**config.mk**
```make
export PLATFORM = sky130hd
export DESIGN_NAME = green_hv_adaptive
export DESIGN_NICKNAME = d
export VERILOG_FILES = /design/src/rtl/cfa_pkg.sv /design/src/rtl/cfa_dir_est.sv /design/src/rtl/green_hv_adaptive.sv
export SDC_FILE = /design/constraint.sdc
export NUM_CORES = 1
export LEC_CHECK = 0
export CORE_MARGIN = 2
export CORE_UTILIZATION = 40
export CTS_CLUSTER_DIAMETER = 30
export DETAILED_ROUTE_END_ITERATION = 8
export PLACE_DENSITY = 0.58
export SYNTH_ARGS = -nofsm -noshare
export SYNTH_HDL_FRONTEND = slang
export SYNTH_SLANG_ARGS = --single-unit
```
**constraint.sdc**
```tcl
create_clock -name clk -period 6.1 [get_ports clk]
set_clock_uncertainty 0.2 [all_clocks]
set_input_delay 1.22 -clock clk [delete_from_list [all_inputs] [get_ports clk]]
set_output_delay 1.22 -clock clk [all_outputs]
set_load 0.005 [all_outputs]
```
**src/rtl/cfa_pkg.sv**
```systemverilog
// rtl/cfa_pkg.sv - shared mode and direction encodings for CFA green interpolation
package cfa_pkg;

  // Interpolation mode requested by the caller
  localparam logic [1:0] MODE_H     = 2'd0;
  localparam logic [1:0] MODE_V     = 2'd1;
  localparam logic [1:0] MODE_ADAPT = 2'd2;
  localparam logic [1:0] MODE_AVG   = 2'd3;

  // Source actually used for the output sample
  localparam logic [1:0] DIR_H    = 2'd0;
  localparam logic [1:0] DIR_V    = 2'd1;
  localparam logic [1:0] DIR_AVG  = 2'd2;
  localparam logic [1:0] DIR_PASS = 2'd3;

endpackage

```
**src/rtl/cfa_dir_est.sv**
```systemverilog
// rtl/cfa_dir_est.sv - one-direction 5-tap green estimate and gradient (two register stages)
module cfa_dir_est #(
  parameter int PIX_W = 12
) (
  input  logic                    clk,
  input  logic                    rst,
  input  logic [PIX_W-1:0]        m2,
  input  logic [PIX_W-1:0]        m1,
  input  logic [PIX_W-1:0]        c,
  input  logic [PIX_W-1:0]        p1,
  input  logic [PIX_W-1:0]        p2,
  output logic signed [PIX_W+3:0] est,
  output logic [PIX_W+1:0]        grad
);
  import cfa_pkg::*;

  localparam int EST_W  = PIX_W + 4;
  localparam int GRAD_W = PIX_W + 2;

  // All arithmetic is done at EST_W signed; 6*max still fits with headroom
  logic signed [EST_W-1:0] m2_s, m1_s, c_s, p1_s, p2_s;
  logic signed [EST_W-1:0] sum_c, dif_c, lap_c;
  logic signed [EST_W-1:0] sum_q, dif_q, lap_q;
  logic signed [EST_W-1:0] dif_abs, lap_abs;

  assign m2_s = $signed({4'b0000, m2});
  assign m1_s = $signed({4'b0000, m1});
  assign c_s  = $signed({4'b0000, c});
  assign p1_s = $signed({4'b0000, p1});
  assign p2_s = $signed({4'b0000, p2});

  assign sum_c = ((m1_s + p1_s + c_s) <<< 1) - m2_s - p2_s;
  assign dif_c = m1_s - p1_s;
  assign lap_c = (c_s <<< 1) - m2_s - p2_s;

  // Stage 1: register raw sums and differences
  always_ff @(posedge clk or posedge rst) begin
    if (rst) begin
      sum_q <= '0;
      dif_q <= '0;
      lap_q <= '0;
    end else begin
      sum_q <= sum_c;
      dif_q <= dif_c;
      lap_q <= lap_c;
    end
  end

  assign dif_abs = dif_q[EST_W-1] ? -dif_q : dif_q;
  assign lap_abs = lap_q[EST_W-1] ? -lap_q : lap_q;

  // Stage 2: floor-divide the sum by 4 and form the gradient magnitude
  always_ff @(posedge clk or posedge rst) begin
    if (rst) begin
      est  <= '0;
      grad <= '0;
    end else begin
      est  <= sum_q >>> 2;
      grad <= GRAD_W'(dif_abs) + GRAD_W'(lap_abs);
    end
  end

endmodule

```
**src/rtl/green_hv_adaptive.sv**
```systemverilog
// rtl/green_hv_adaptive.sv - adaptive H/V green interpolation, 3-cycle pipeline
module green_hv_adaptive #(
  parameter int PIX_W = 12
) (
  input  logic             clk,
  input  logic             rst,
  input  logic             in_valid,
  input  logic [PIX_W-1:0] h_m2,
  input  logic [PIX_W-1:0] h_m1,
  input  logic [PIX_W-1:0] h_c,
  input  logic [PIX_W-1:0] h_p1,
  input  logic [PIX_W-1:0] h_p2,
  input  logic [PIX_W-1:0] v_m2,
  input  logic [PIX_W-1:0] v_m1,
  input  logic [PIX_W-1:0] v_c,
  input  logic [PIX_W-1:0] v_p1,
  input  logic [PIX_W-1:0] v_p2,
  input  logic             site_green,
  input  logic [1:0]       mode,
  output logic             out_valid,
  output logic [PIX_W-1:0] out,
  output logic [1:0]       dir
);
  import cfa_pkg::*;

  localparam int GRAD_W = PIX_W + 2;
  localparam int EST_W  = PIX_W + 4;
  localparam int SEL_W  = EST_W + 1;

  logic signed [EST_W-1:0] est_h, est_v;
  logic [GRAD_W-1:0]       grad_h, grad_v;

  logic             v1, v2;
  logic [1:0]       mode1, mode2;
  logic             sg1, sg2;
  logic [PIX_W-1:0] hc1, hc2;

  logic signed [SEL_W-1:0] est_h_x, est_v_x, avg, sel;
  logic signed [SEL_W-1:0] max_val;
  logic [PIX_W-1:0]        out_n;
  logic [1:0]              dir_n;

  cfa_dir_est #(.PIX_W(PIX_W)) u_est_h (
    .clk(clk), .rst(rst),
    .m2(h_m2), .m1(h_m1), .c(h_c), .p1(h_p1), .p2(h_p2),
    .est(est_h), .grad(grad_h)
  );

  cfa_dir_est #(.PIX_W(PIX_W)) u_est_v (
    .clk(clk), .rst(rst),
    .m2(v_m2), .m1(v_m1), .c(v_c), .p1(v_p1), .p2(v_p2),
    .est(est_v), .grad(grad_v)
  );

  // Carry valid, mode, site type and the raw centre alongside the estimator stages
  always_ff @(posedge clk or posedge rst) begin
    if (rst) begin
      v1    <= 1'b0;
      v2    <= 1'b0;
      mode1 <= '0;
      mode2 <= '0;
      sg1   <= 1'b0;
      sg2   <= 1'b0;
      hc1   <= '0;
      hc2   <= '0;
    end else begin
      v1    <= in_valid;
      v2    <= v1;
      mode1 <= mode;
      mode2 <= mode1;
      sg1   <= site_green;
      sg2   <= sg1;
      hc1   <= h_c;
      hc2   <= hc1;
    end
  end

  assign est_h_x = SEL_W'(est_h);
  assign est_v_x = SEL_W'(est_v);
  assign avg     = (est_h_x + est_v_x) >>> 1;
  assign max_val = $signed({{(SEL_W-PIX_W){1'b0}}, {PIX_W{1'b1}}});

  // Stage 3 combinational: pick the source by mode, then clamp to the pixel range
  always_comb begin
    sel   = est_h_x;
    dir_n = DIR_H;
    unique case (mode2)
      MODE_H: begin
        sel   = est_h_x;
        dir_n = DIR_H;
      end
      MODE_V: begin
        sel   = est_v_x;
        dir_n = DIR_V;
      end
      MODE_AVG: begin
        sel   = avg;
        dir_n = DIR_AVG;
      end
      MODE_ADAPT: begin
        if (grad_h < grad_v) begin
          sel   = est_h_x;
          dir_n = DIR_H;
        end else if (grad_v < grad_h) begin
          sel   = est_v_x;
          dir_n = DIR_V;
        end else begin
          sel   = avg;
          dir_n = DIR_AVG;
        end
      end
      default: begin
        sel   = est_h_x;
        dir_n = DIR_H;
      end
    endcase

    if (sel < 0)
      out_n = '0;
    else if (sel > max_val)
      out_n = {PIX_W{1'b1}};
    else
      out_n = sel[PIX_W-1:0];

    if (sg2) begin
      out_n = hc2;
      dir_n = DIR_PASS;
    end
  end

  // Stage 3 register: output updates only on valid samples and holds across bubbles
  always_ff @(posedge clk or posedge rst) begin
    if (rst) begin
      out_valid <= 1'b0;
      out       <= '0;
      dir       <= '0;
    end else begin
      out_valid <= v2;
      if (v2) begin
        out <= out_n;
        dir <= dir_n;
      end
    end
  end

endmodule

```
==> flow_summary.toml <==
[cts]
clk_pin_slew_ns = 0.07
cts_tree = "done"
cts-root-buf = "clkbuf_16"
clk_latency_ns = 0.45
ctsHoldBuffers = 0
tritoncts.num_buffers = 17
clockBufferDepth = 2
h-tree-depth = 4
cts_sinks = 187

[global_routing]
grt_pass1_vias = 12500
overflow = 0
antenna_found_initial = 0
gr-usage-all-layers_pct = 19.8
grt_max_degree = 134
grt_first_pass_wirelength_mm = 64.3

[power_and_ir_drop]
power_frac_clock_pct = 12.6
swShare_pct = 43.4
p_int_w = 0.00490
power_w = 0.00865
p_per_area_nw_per_um2 = 459
cellLeakagePower_nw = 8.72
power_switching_w = 0.00375
p_seq_share_pct = 24.0
peakVddDrop_v = 0.000198
p_comb_share_pct = 63.4

[setup_path]
path_buf_inv = 4
crit_fanout = 3
cp-start-kind = "primary input"
crit_required_ns = 6.17
cp_top_family = "compound AO/OA/AOI/OAI gates"
crit_slowest_cell = "clkdlybuf4s50_1"
critPathArrivalTime_ns = 5.94
path_class = "primary input to flip-flop"
cp_common_cell = "ha_1"
max_stage_delay_ns = 0.54
end_kind = "flip-flop"

[die]
coreArea_um2 = 38600
ios = 141
start_util_pct = 40.4
die_area_um2 = 40600
num_rows = 72
die_w_um = 201
chipHeight_um = 201

[routing]
drtPass1Iterations = 5
drt-vias-per-instance = 5.13
drc = 0
post_drt_wl_per_cell_um = 15.9
via_count = 12800
wl_mm = 39.7
ant_nets = 0
drt_iter0_drc = 739

[layout]
regArea_um2 = 4680
drive_above_1_share_pct = 9.29
multi_input_area_um2 = 10100
syn_to_final_growth_pct = 20.8
nets = 2321
fillers = 3690

[place]
dp_slack_ns = -0.389
gp_congestion = 0.881
io_buffers = 140
hpwlAfterDp_mm = 32.8

[timing]
finalSetupViolations = 0
tightest_slew_ns = 1.03
fin_ws_ns = 0.227
finalHoldViolations = 0
period_needed_ns = 5.87
timing.final.max_slew_violations = 0
fin_crit_sh_pct = 96.3
slew-limit-headroom_pct = 31.3
clock.fmax_mhz = 170

[run]
max-cap-violations = 0

[yosys]
synth_cells = 1734
synth-seq-cells = 187
synth_nets = 2098
async_reset_ff_share_pct = 100
netlist_area_um2 = 15600
yosysWarnings = 0
synth_top_area_share_pct = 30.0
synth.avg_cell_area_um2 = 8.99
netlist_top_cells_area = "dfrtp_1 30%, ha_1 16%, xnor2_1 7.8%, inv_1 4.7%, fa_1 4.2%"
synth.most_common_cell = "ha_1"
yosysUniqueCellTypes = 88
yosysSeqAreaShare_pct = 30.0
yosys_most_used_dff = "dfrtp_1"
synth_edf_count = 0
synth_commonest_cells = "205 x ha_1, 197 x inv_1, 187 x dfrtp_1"
synth_largest_area_cell = "dfrtp_1"

[outcome]
status = "completed"

[hold_path]
min_path_type = "flip-flop to flip-flop"
[flip-flops by register name, indices dropped and copies added, names as in the netlist, 14 cells and up]
signal and cells:
u_est_v.grad 14, u_est_v.sum_q 14, u_est_v.est 14, u_est_v.lap_q 15
u_est_h.sum_q 14, u_est_h.grad 14, u_est_h.lap_q 15, u_est_h.est 14
[layout by cell type (no fill, tap or decap), types with 16 or more instances in the layout]
master / netlist / routed
dfrtp_1: 187 / 187
inv_1: 197 / 196
a21oi_1: 100 / 97
or3_1: 24 / 24
xor2_1: 44 / 42
ha_1: 205 / 202
o31ai_1: 16 / 16
o21ai_0: 107 / 102
xnor2_1: 139 / 138
nand2_1: 91 / 90
a21o_1: 30 / 30
o21bai_1: 17 / 17
nand3_1: 29 / 29
nor2_1: 151 / 150
buf_4: 1 / 90
clkbuf_16: 0 / 17
and3_1: 21 / 21
nand2b_1: 18 / 18
nor2b_1: 41 / 41
fa_1: 33 / 32
clkdlybuf4s50_1: 0 / 139
nor3_1: 49 / 49
[repair_timing]
action | CTS | global route
gates resized for setup | 0 | 20
setup endpoints to repair | 0 | 8
setup buffers | 0 | 3
[final cells by class]
type                       count  share of cell area [%]
antenna                        1                  0.0133
inverter                     199                    3.99
timing repair buffer         231                    11.1
multi-input combinational   1321                    53.6
tap                          518                    3.44
sequential                   187                    24.8
clock buffer                  21                    2.50
clock inverter                11                   0.505
[metal layers]
| metal | vias up | share of wire [%] | track usage (%) |
|---|---|---|---|
| met5 | - | 0 | 0 |
| met1 | 6068 | 49 | 28.1 |
| met2 | 221 | 47 | 32.4 |
| li1 | 6445 | - | - |
| met3 | 24 | 3.3 | 2.56 |
| met4 | 0 | 1.2 | 3.97 |
[worst reg2reg max path, delay by kind of cell, from the launching register on]
| family | cells | cell delay [ns] |
|---|---|---|
| buf+inv | 1 | 0.04 |
| flops | 1 | 0.33 |
| fa+ha+maj | 1 | 0.30 |
| simple gates | 4 | 1.35 |
| compound gates | 4 | 1.45 |
[through the flow]
| stage | utilization [%] | area (µm²) | TNS, ns | cells | hold WS (ns) |
|---|---|---|---|---|---|
| global route | 48.8 | 18800 | -0.0332 | 2488 | 0.152 |
| detailed placement | 47.1 | 18200 | -1.64 | 2453 | 0.135 |
| floorplan | - | 15600 | 0 | 1734 | 0.131 |
| global placement | 47.1 | 18200 | -0.801 | 2453 | 0.133 |
| finish | 48.8 | 18800 | 0 | 2489 | 0.146 |
| CTS | 48.6 | 18700 | 0 | 2485 | 0.147 |
[power by group through the flow]
stage / Clock [W] / Combinational (W) / Sequential, W
finish: 0.00109 / 0.00548 / 0.00207
global route: 0.00117 / 0.00615 / 0.00213
CTS: 0.00111 / 0.00544 / 0.00208
detailed placement: 0 / 0.00540 / 0.00210
global placement: 0 / 0.00532 / 0.00210
floorplan: 0 / 0.00398 / 0.00196
[path summary, 6_finish.rpt]
| path | start | slack, ns | cells past startpoint | endpoint |
|---|---|---|---|---|
| min reg2reg | hc1[5] | 0.15 | 0 | hc2[5] |
| max reg2reg | u_est_h.grad[1] | 2.36 | 10 | out[8] |
| min in group asynchronous | rst | 0.83 | 2 | v2 |
| max in group asynchronous | rst | 3.95 | 3 | u_est_v.dif_q[0] |
| max | h_p1[1] | 0.23 | 25 | u_est_h.sum_q[14] |
| min | hc1[5] | 0.15 | 0 | hc2[5] |
[cells by family after synthesis]
logic type,count (synthesis),synth area share [%]
buffers and inverters,226,5.72
multiplexers,7,0.466
adder cells (fa/ha/maj),238,20.7
flip-flops,187,30.0
AND/OR/NAND/NOR,470,14.6
AO/OA/AOI/OAI,423,18.2
XOR/XNOR,183,10.3
Note: power is estimated with default switching activity, not from simulation.
